==> src/rtl/cam_config_seq_if.sv <==
// Write-request channel between the config sequencer (master) and the SCCB master (slave).
interface cam_config_seq_if;
  logic       sccb_valid;
  logic       sccb_ready;
  logic [7:0] sccb_addr;
  logic [7:0] sccb_data;
  logic       sccb_done;
  logic       sccb_nack;

  modport master (
    output sccb_valid, sccb_addr, sccb_data,
    input  sccb_ready, sccb_done, sccb_nack
  );

  modport slave (
    input  sccb_valid, sccb_addr, sccb_data,
    output sccb_ready, sccb_done, sccb_nack
  );
endinterface

==> src/rtl/cam_config_seq.sv <==
// Walks a {reg_addr,reg_data} ROM and issues one SCCB write per entry, with inline
// delay/end markers and NACK retry. Request held until accepted; start ignored while busy.
module cam_config_seq #(
  parameter int ROM_AW       = 8,
  parameter int DELAY_CYCLES = 1250000,
  parameter int MAX_RETRY    = 3
) (
  input  logic              i_sysclk,
  input  logic              i_rstn,
  input  logic              i_cfg_start,
  output logic [ROM_AW-1:0] o_rom_addr,
  input  logic [15:0]       i_rom_data,
  cam_config_seq_if.master  sccb,
  output logic              o_busy,
  output logic              o_cfg_done,
  output logic              o_error
);

  localparam int CW = (DELAY_CYCLES > 1) ? $clog2(DELAY_CYCLES) : 1;
  localparam int RW = (MAX_RETRY > 0) ? $clog2(MAX_RETRY + 1) : 1;
  localparam logic [CW-1:0]     DLY_LOAD  = CW'(DELAY_CYCLES - 1);
  localparam logic [RW-1:0]     RETRY_MAX = RW'(MAX_RETRY);
  localparam logic [ROM_AW-1:0] LAST_ADDR = '1;
  localparam logic [15:0]       MARK_END  = 16'hFFFF;
  localparam logic [15:0]       MARK_DLY  = 16'hFFF0;

  typedef enum logic [2:0] {
    S_IDLE, S_FETCH, S_DECODE, S_SEND, S_WAIT, S_DELAY, S_DONE, S_ERROR
  } state_t;

  state_t            state_q;
  logic [ROM_AW-1:0] rom_addr_q;
  logic              valid_q;
  logic [7:0]        addr_q;
  logic [7:0]        data_q;
  logic              done_q;
  logic              error_q;
  logic [RW-1:0]     retry_q;
  logic [CW-1:0]     cnt_q;
  logic              advance;

  // Entry finished (acked write or expired delay): move to the next ROM word.
  always_comb begin
    advance = ((state_q == S_WAIT) && sccb.sccb_done && !sccb.sccb_nack) ||
              ((state_q == S_DELAY) && (cnt_q == '0));
  end

  always_ff @(posedge i_sysclk) begin
    if (!i_rstn) begin
      state_q    <= S_IDLE;
      rom_addr_q <= '0;
      valid_q    <= 1'b0;
      addr_q     <= '0;
      data_q     <= '0;
      done_q     <= 1'b0;
      error_q    <= 1'b0;
      retry_q    <= '0;
      cnt_q      <= '0;
    end else if (advance) begin
      retry_q <= '0;
      if (rom_addr_q == LAST_ADDR) begin
        state_q <= S_DONE;
        done_q  <= 1'b1;
      end else begin
        rom_addr_q <= rom_addr_q + ROM_AW'(1);
        state_q    <= S_FETCH;
      end
    end else begin
      case (state_q)
        S_IDLE, S_DONE, S_ERROR: begin
          if (i_cfg_start) begin
            rom_addr_q <= '0;
            done_q     <= 1'b0;
            error_q    <= 1'b0;
            retry_q    <= '0;
            state_q    <= S_FETCH;
          end
        end
        S_FETCH: state_q <= S_DECODE;
        S_DECODE: begin
          if (i_rom_data == MARK_END) begin
            state_q <= S_DONE;
            done_q  <= 1'b1;
          end else if (i_rom_data == MARK_DLY) begin
            cnt_q   <= DLY_LOAD;
            state_q <= S_DELAY;
          end else begin
            addr_q  <= i_rom_data[15:8];
            data_q  <= i_rom_data[7:0];
            valid_q <= 1'b1;
            state_q <= S_SEND;
          end
        end
        S_SEND: begin
          if (sccb.sccb_ready) begin
            valid_q <= 1'b0;
            state_q <= S_WAIT;
          end
        end
        // Only the NACK case reaches here; an ack is taken by advance.
        S_WAIT: begin
          if (sccb.sccb_done) begin
            if (retry_q < RETRY_MAX) begin
              retry_q <= retry_q + RW'(1);
              valid_q <= 1'b1;
              state_q <= S_SEND;
            end else begin
              error_q <= 1'b1;
              done_q  <= 1'b0;
              state_q <= S_ERROR;
            end
          end
        end
        S_DELAY: cnt_q <= cnt_q - CW'(1);
        default: state_q <= S_IDLE;
      endcase
    end
  end

  assign o_rom_addr      = rom_addr_q;
  assign sccb.sccb_valid = valid_q;
  assign sccb.sccb_addr  = addr_q;
  assign sccb.sccb_data  = data_q;
  assign o_cfg_done      = done_q;
  assign o_error         = error_q;
  assign o_busy          = !((state_q == S_IDLE) || (state_q == S_DONE) || (state_q == S_ERROR));

endmodule

==> src/flat_wrapper.sv <==
// flat-port wrapper written by rule: the top's interface ports become plain ports
module cam_config_seq_flat 
#(
  parameter int ROM_AW       = 8,
  parameter int DELAY_CYCLES = 1250000,
  parameter int MAX_RETRY    = 3
)
  (i_sysclk, i_rstn, i_cfg_start, o_rom_addr, i_rom_data, o_busy, o_cfg_done, o_error, sccb_sccb_valid, sccb_sccb_addr, sccb_sccb_data, sccb_sccb_ready, sccb_sccb_done, sccb_sccb_nack);
  cam_config_seq_if sccb_i ();
  input  logic i_sysclk;
  input  logic i_rstn;
  input  logic i_cfg_start;
  output logic [ROM_AW-1:0] o_rom_addr;
  input  logic [15:0] i_rom_data;
  output logic o_busy;
  output logic o_cfg_done;
  output logic o_error;
  output wire logic [$bits(sccb_i.sccb_valid)-1:0] sccb_sccb_valid;
  output wire logic [$bits(sccb_i.sccb_addr)-1:0] sccb_sccb_addr;
  output wire logic [$bits(sccb_i.sccb_data)-1:0] sccb_sccb_data;
  input wire logic [$bits(sccb_i.sccb_ready)-1:0] sccb_sccb_ready;
  input wire logic [$bits(sccb_i.sccb_done)-1:0] sccb_sccb_done;
  input wire logic [$bits(sccb_i.sccb_nack)-1:0] sccb_sccb_nack;
  assign sccb_sccb_valid = sccb_i.sccb_valid;
  assign sccb_sccb_addr = sccb_i.sccb_addr;
  assign sccb_sccb_data = sccb_i.sccb_data;
  assign sccb_i.sccb_ready = sccb_sccb_ready;
  assign sccb_i.sccb_done = sccb_sccb_done;
  assign sccb_i.sccb_nack = sccb_sccb_nack;
  cam_config_seq #(.ROM_AW(ROM_AW), .DELAY_CYCLES(DELAY_CYCLES), .MAX_RETRY(MAX_RETRY)) u_core (.i_sysclk(i_sysclk), .i_rstn(i_rstn), .i_cfg_start(i_cfg_start), .o_rom_addr(o_rom_addr), .i_rom_data(i_rom_data), .sccb(sccb_i), .o_busy(o_busy), .o_cfg_done(o_cfg_done), .o_error(o_error));
endmodule
==> config.mk <==
export PLATFORM = sky130hd
export DESIGN_NAME = cam_config_seq_flat
export DESIGN_NICKNAME = d
export VERILOG_FILES = /design/src/rtl/cam_config_seq_if.sv /design/src/rtl/cam_config_seq.sv /design/src/flat_wrapper.sv
export SDC_FILE = /design/constraint.sdc
export NUM_CORES = 1
export LEC_CHECK = 0
export BUFFER_PORTS_ARGS = -buffer_cell sky130_fd_sc_hd__buf_2
export CAP_MARGIN = 15
export CORE_MARGIN = 4
export CORE_UTILIZATION = 55
export DETAILED_ROUTE_END_ITERATION = 8
export PLACE_DENSITY = 0.78
export RECOVER_POWER = 25
export SLEW_MARGIN = 0
export SYNTH_ARGS = -nofsm -noshare
export SYNTH_HDL_FRONTEND = slang
export SYNTH_SLANG_ARGS = --single-unit
==> constraint.sdc <==
create_clock -name i_sysclk -period 2.9 [get_ports i_sysclk]
set_input_delay 0.58 -clock i_sysclk [delete_from_list [all_inputs] [get_ports i_sysclk]]
set_output_delay 0.58 -clock i_sysclk [all_outputs]
set_load 0.02 [all_outputs]
## After elaboration in Yosys (flattened, before gate mapping)

Index checks and enable logic that the tools add are counted.

| cells by class | value |
|---|---|
| add/subtract/negate cells | 3 |
| multiply operators | 0 |
| div/mod/pow operators | 0 |
| order comparisons | 1 |
| equal/unequal tests | 25 |
| shift-type cells | 0 |
| mux-type cells | 36 |
| bitwise logic cells | 4 |
| reduce and logical (&&, ||, !) cells | 27 |

Operators by type and width:

| cell | number |
|---|---|
| 21-bit 2-to-1 mux | 2 |
| 21-bit case mux with 2 select lines | 1 |
| 16-bit equality test (second input constant) | 2 |
| 8-bit 2-to-1 mux | 4 |
| 3-bit 2-to-1 mux | 8 |
| 21-bit zero test | 1 |
| 21-bit by 1-bit subtractor with 21-bit output (second input constant) | 1 |
| 2-bit != test (second input constant) | 9 |
| 4-bit AND reduction | 4 |
| 3-bit case mux with 5 select lines | 1 |
| 1-bit 2-to-1 mux | 13 |
| 3-bit equality test (second input constant) | 4 |
| 3-bit by 2-bit != test with 1-bit output (second input constant) | 4 |
| 8-bit by 1-bit adder with 8-bit output (second input constant) | 1 |
| 8-bit equality test (second input constant) | 1 |
| 2-bit nonzero test | 4 |
| 7-bit AND reduction | 1 |
| 3-bit by 2-bit equality test with 1-bit output (second input constant) | 2 |
| 2-bit 2-to-1 mux | 3 |
| 1-bit case mux with 3 select lines | 2 |
| 6-bit AND reduction | 1 |
| 6-bit nonzero test | 1 |
| 5-bit AND reduction | 1 |
| 1-bit NOT | 4 |
| other kinds (16) | 21 |

| storage, ports and cells | value |
|---|---|
| flip-flop bits (word level) | 53 |
| latch bits | 0 |
| memory bits (writable) | 0 |
| bits in read-only memories | 0 |
| bits of input ports | 22 |
| output and inout port bits | 28 |
| word-level logic and storage cells | 105 |
| memories kept | 0 |

## Logic depth before layout (Yosys ltp)

| depth | value |
|---|---|
| depth after elaboration | 6 |
| gate-level depth with buffers | 10 |
| gate-level depth less buffers | 6 |

## Worst setup path after synthesis

Ideal clock, no wire load.

| path | value |
|---|---|
| kind | input to register |
| start point | input port i_rom_data[0] |
| end point | register u_core.addr_q[6] (netlist: u_core.sccb.sccb_addr[6]) |
| setup time | 0.128 ns |
| arrival time | 2.507 ns |
| path slack | 0.266 ns |
| cell stages on the path | 6 |
| path buffers | 1 |
| cell sequence | or4_1 a2111oi_0 nor3_1 buf_2 mux2i_1 nor2_1 |

| between the ends | value |
|---|---|
| word-level cells in the longest chain between the ends | 3 |

Ends and longest elaborated chain:

| element | RTL line | RTL |
|---|---|---|
| from (decl) | flat_wrapper.sv:14 | `input logic [15:0] i_rom_data;` |
| 16-bit equality test (on tied branches) | cam_config_seq.sv:81, cam_config_seq.sv:84 |  |
| 1-bit NOT (no source line) | -- |  |
| 4-bit AND reduction (no source line) (*) | -- |  |
| to (signal assigned) | cam_config_seq.sv:88 | `addr_q <= i_rom_data[15:8];` |
| to (decl) | cam_config_seq.sv:34 | `logic [7:0] addr_q;` |

Every way passes the cells marked *; elsewhere a longest branch is shown, timed or not.
A chain may end at the register's enable or synchronous reset.

## Worst setup path in the final report

| path | value |
|---|---|
| start point | register u_core.cnt_q[12] |
| end point | register u_core.rom_addr_q[4] (netlist: u_core.o_rom_addr[4]) |

| between the ends | value |
|---|---|
| word-level cells in the longest chain between the ends | 5 |

Ends and longest elaborated chain:

| element | RTL line | RTL |
|---|---|---|
| from (decl) | cam_config_seq.sv:39 | `logic [CW-1:0] cnt_q;` |
| from (signal assigned) | cam_config_seq.sv:114 | `S_DELAY: cnt_q <= cnt_q - CW'(1);` |
| 21-bit zero test (*) | cam_config_seq.sv:45 | `((state_q == S_DELAY) && (cnt_q == '0));` |
| 1-bit logical AND (*) | cam_config_seq.sv:45 |  |
| 1-bit logical OR (*) | cam_config_seq.sv:44 | `advance = ((state_q == S_WAIT) && sccb.sccb_done && !sccb.sccb_nack) \|\|` |
| 2-bit != test (no source line) or 2-bit nonzero test (tied branches) | -- |  |
| 3-bit AND reduction (no source line) | -- |  |
| to (signal assigned) | cam_config_seq.sv:65 | `rom_addr_q <= rom_addr_q + ROM_AW'(1);` |
| to (decl) | cam_config_seq.sv:32 | `logic [ROM_AW-1:0] rom_addr_q;` |

Marked as above.

==> results by group <==
Logic synthesis
  • Most common flop cell mapped by yosys: dfxtp_1
  • Post-synth EDFFs: 0
  • Synth Net Count: 359
  • Area contributors post-synth: dfxtp_1 38%, mux2i_1 6.7%, or4_1 4.8%
  • Yosys warns: 0
  • Syn_area_per_cell: 8.47 sq um
  • Synth cell types: 50
  • Sequential share of the synthesized area: 37.6%
  • Synthesized cell area: 2820 sq um
  • Post-synth top area share: 37.6%
  • Mapped Cells: 333
  • Asr flop ratio synth: 0%
  • FF+latch count, synth: 53
  • Post-synth top area cell: dfxtp_1

Floorplanning
  • Core area: 4850 sq um
  • Starting density of the core: 58.1%
  • # IOs: 50
  • Die Height: 79.6 um
  • Die W: 79.6 um
  • Site Rows: 25
  • Die ar.: 6330 sq um

Clock network
  • CTS buffer count: 5
  • Post-CTS Resized: 0
  • Clk Latency, worst-skew pair: 0.30 ns
  • H-Tree Depth: 2
  • Reg clk slew, reported paths: 0.10 ns
  • CTS tree: done
  • CTS root buf: clkbuf_8
  • Setup bufs post-CTS: 0
  • Sink Count: 53
  • Post-CTS Hold Fix Bufs: 0
  • Clk buf depth: 2

Global routing
  • GRT met3 Usage: 4.40%
  • Overall Global Routing Usage: 22.4%
  • GRT busiest layer: met2
  • Number of global-route vias before repair: 2549
  • First-pass GRT wire length: 11.7 mm
  • Initial antenna violation count: 0
  • Largest net degree at the start of global routing: 29
  • Total grt overflow: 0
  • Grt met2 use: 36.9%
  • M1 GR Usage: 29.3%

Power and ir drop
  • Max IR drop VDD: 0.351 mV
  • Overall Power: 1.99 mW
  • Pwr/cell area: 605 nW/um^2
  • Cell leakage power: 1.26 nW

STA
  • Minimum clock period: 2.66 ns
  • # setup viols final: 0
  • Worst Max-Slew Pin Slew: 1.13 ns
  • Worst Clk Skew: 0.00716 ns
  • Slew headroom: 24.2%
  • Final hold violation count: 0
  • Final period utilization: 91.8%
  • RSZ-0062 raised after global routing: false
  • TNS Setup: 0 ns
  • Fmax: 375 MHz
  • Final Max Slew Viols: 0

Worst setup path
  • Slowest CP cell: or4_1
  • Cell breakdown of the critical path: or4_1 > nor2_1 > a31oi_2 > or4_1 > a21oi_1
  • WS Path Type: reg -> reg
  • Delay-heaviest family, CP: simple AND/OR/NAND/NOR gates
  • CP Launch Type: flip-flop
  • CP Max Fanout: 17
  • Worst Path Arrival: 2.90 ns
  • Crit path largest cell delay: 0.59 ns
  • Number of buffers and inverters on the critical path: 0
  • CP most frequent cell: or4_1
  • Crit path capture type: flip-flop
  • CP Data Required Time: 3.14 ns

Final layout
  • Ant diodes: 0
  • Fin nets: 411
  • Share of cells above drive strength 1: 16.6%
  • Area growth from synthesis to layout: 16.9%
  • Fill cell count: 432

Status
  • Status: completed

Routing
  • Initial detailed-routing violation count: 89
  • Antenna viol nets, final: 0
  • Vias: 2811
  • Pre-Repair DR Iteration Count: 4
  • Post-DR vias/cell: 6.21
  • Overall routed net length: 6.89 mm
  • DR DRC count: 0
  • Per-cell routed wire length: 15.2 um

Placed design
  • DPL Wire Length: 5.01 mm
  • Gpl congestion: 0.922
  • Input/output buffers: 49

Run
  • Max cap viols: 0

Hold path
  • Min-Delay Path Class: reg -> reg
[synth_stat cells (2+ instances only)]
library cell,number
or4_1,18
dfxtp_1,53
a2111oi_0,3
nand3_1,12
nor4_2,2
clkbuf_1,16
o21ai_0,10
nand2b_1,6
nor4b_1,2
o32ai_1,2
ha_1,4
nand4_1,5
nand2_1,21
nor4_1,9
or3_1,10
a31oi_1,8
buf_2,4
o211a_1,2
and3_1,3
mux2i_1,19
inv_1,11
a311oi_1,3
o41ai_1,3
nor2_1,29
o31ai_1,16
and2_1,3
or4_4,2
o211ai_1,3
a211oi_1,6
a21oi_1,21
nor3_1,8
[power breakdown]
group	switching (mW)	total [mW]	internal (mW)
Combinational	0.397	0.654	0.257
Sequential	0.0449	0.837	0.792
Clock	0.243	0.502	0.259
[cell type report]
class	instances	area [sq um]	area share, %
sequential	53	1060	32.2
clock inverter	2	38.8	1.18
inverter	11	41.3	1.25
clock buffer	6	72.6	2.20
multi-input combinational	249	1660	50.3
tap	67	83.8	2.54
timing repair buffer	65	340	10.3
[per-stage QoR]
stage          worst slack, ns  hold WS, ns  utilization, %  area [sq um]  instances
3_5_place_dp             0.122        0.464            66.2          3210        445
2_1_floorplan            0.266        0.442               -          2820        333
6_report                 0.236        0.482            68.0          3300        453
3_3_place_gp             0.152        0.447            66.2          3210        445
5_1_grt                 0.0794        0.502            68.0          3300        453
4_1_cts                  0.260        0.483            68.5          3320        453
[final timing paths]
path,startpoint,end,slack [ns],cells past startpoint
setup / recovery,u_core.cnt_q[12]$_SDFFE_PN0P_,u_core.o_rom_addr[4]$_SDFFE_PN0P_,0.24,5
hold / removal,u_core.cnt_q[8]$_SDFFE_PN0P_,u_core.cnt_q[8]$_SDFFE_PN0P_,0.48,2
setup reg to reg,u_core.cnt_q[12]$_SDFFE_PN0P_,u_core.o_rom_addr[4]$_SDFFE_PN0P_,0.24,5
hold reg to reg,u_core.cnt_q[8]$_SDFFE_PN0P_,u_core.cnt_q[8]$_SDFFE_PN0P_,0.48,2
[flip-flops by register name (all words and copies together), names as in the netlist]
register	cells
u_core.cnt_q	21
u_core.o_cfg_done	1
u_core.o_error	1
u_core.o_rom_addr	8
u_core.retry_q	2
u_core.sccb.sccb_addr	8
u_core.sccb.sccb_data	8
u_core.sccb.sccb_valid	1
u_core.state_q	3
[placed cells by master (no fill, tap or decap), drive strengths merged, types with 12 or more instances in the layout]
master | Yosys | routed
dfxtp | 53 | 53
or4 | 20 | 20
nand3 | 12 | 12
nor2 | 29 | 29
mux2i | 19 | 19
nand2 | 21 | 21
buf | 4 | 45
a21oi | 21 | 21
o31ai | 16 | 16
clkbuf | 16 | 26
[cell families (layout without fill, tap and decap cells)]
family / after synthesis / in the layout / synth area share [%]
simple gates: 138 / 138 / 27.7
compound gates: 87 / 87 / 21.4
flops: 53 / 53 / 37.6
buf+inv: 31 / 84 / 4.31
mux: 20 / 20 / 7.15
fa+ha+maj: 4 / 4 / 1.78
[worst reg2reg max path: stages (launching register included)]
cell,delay (ns)
dfxtp_1,0.40
or4_1,0.57
nor2_1,0.48
a31oi_2,0.40
or4_1,0.60
a21oi_1,0.15
[routing by layer]
layer / wire, um / part of all wire, % / vias up
met5: 0 / 0 / -
met4: 65 / 0.94 / 0
met3: 293 / 4.3 / 8
met2: 3270 / 47 / 60
met1: 3260 / 47 / 1350
li1: - / - / 1393
Note: power is estimated with default switching activity, not from simulation.
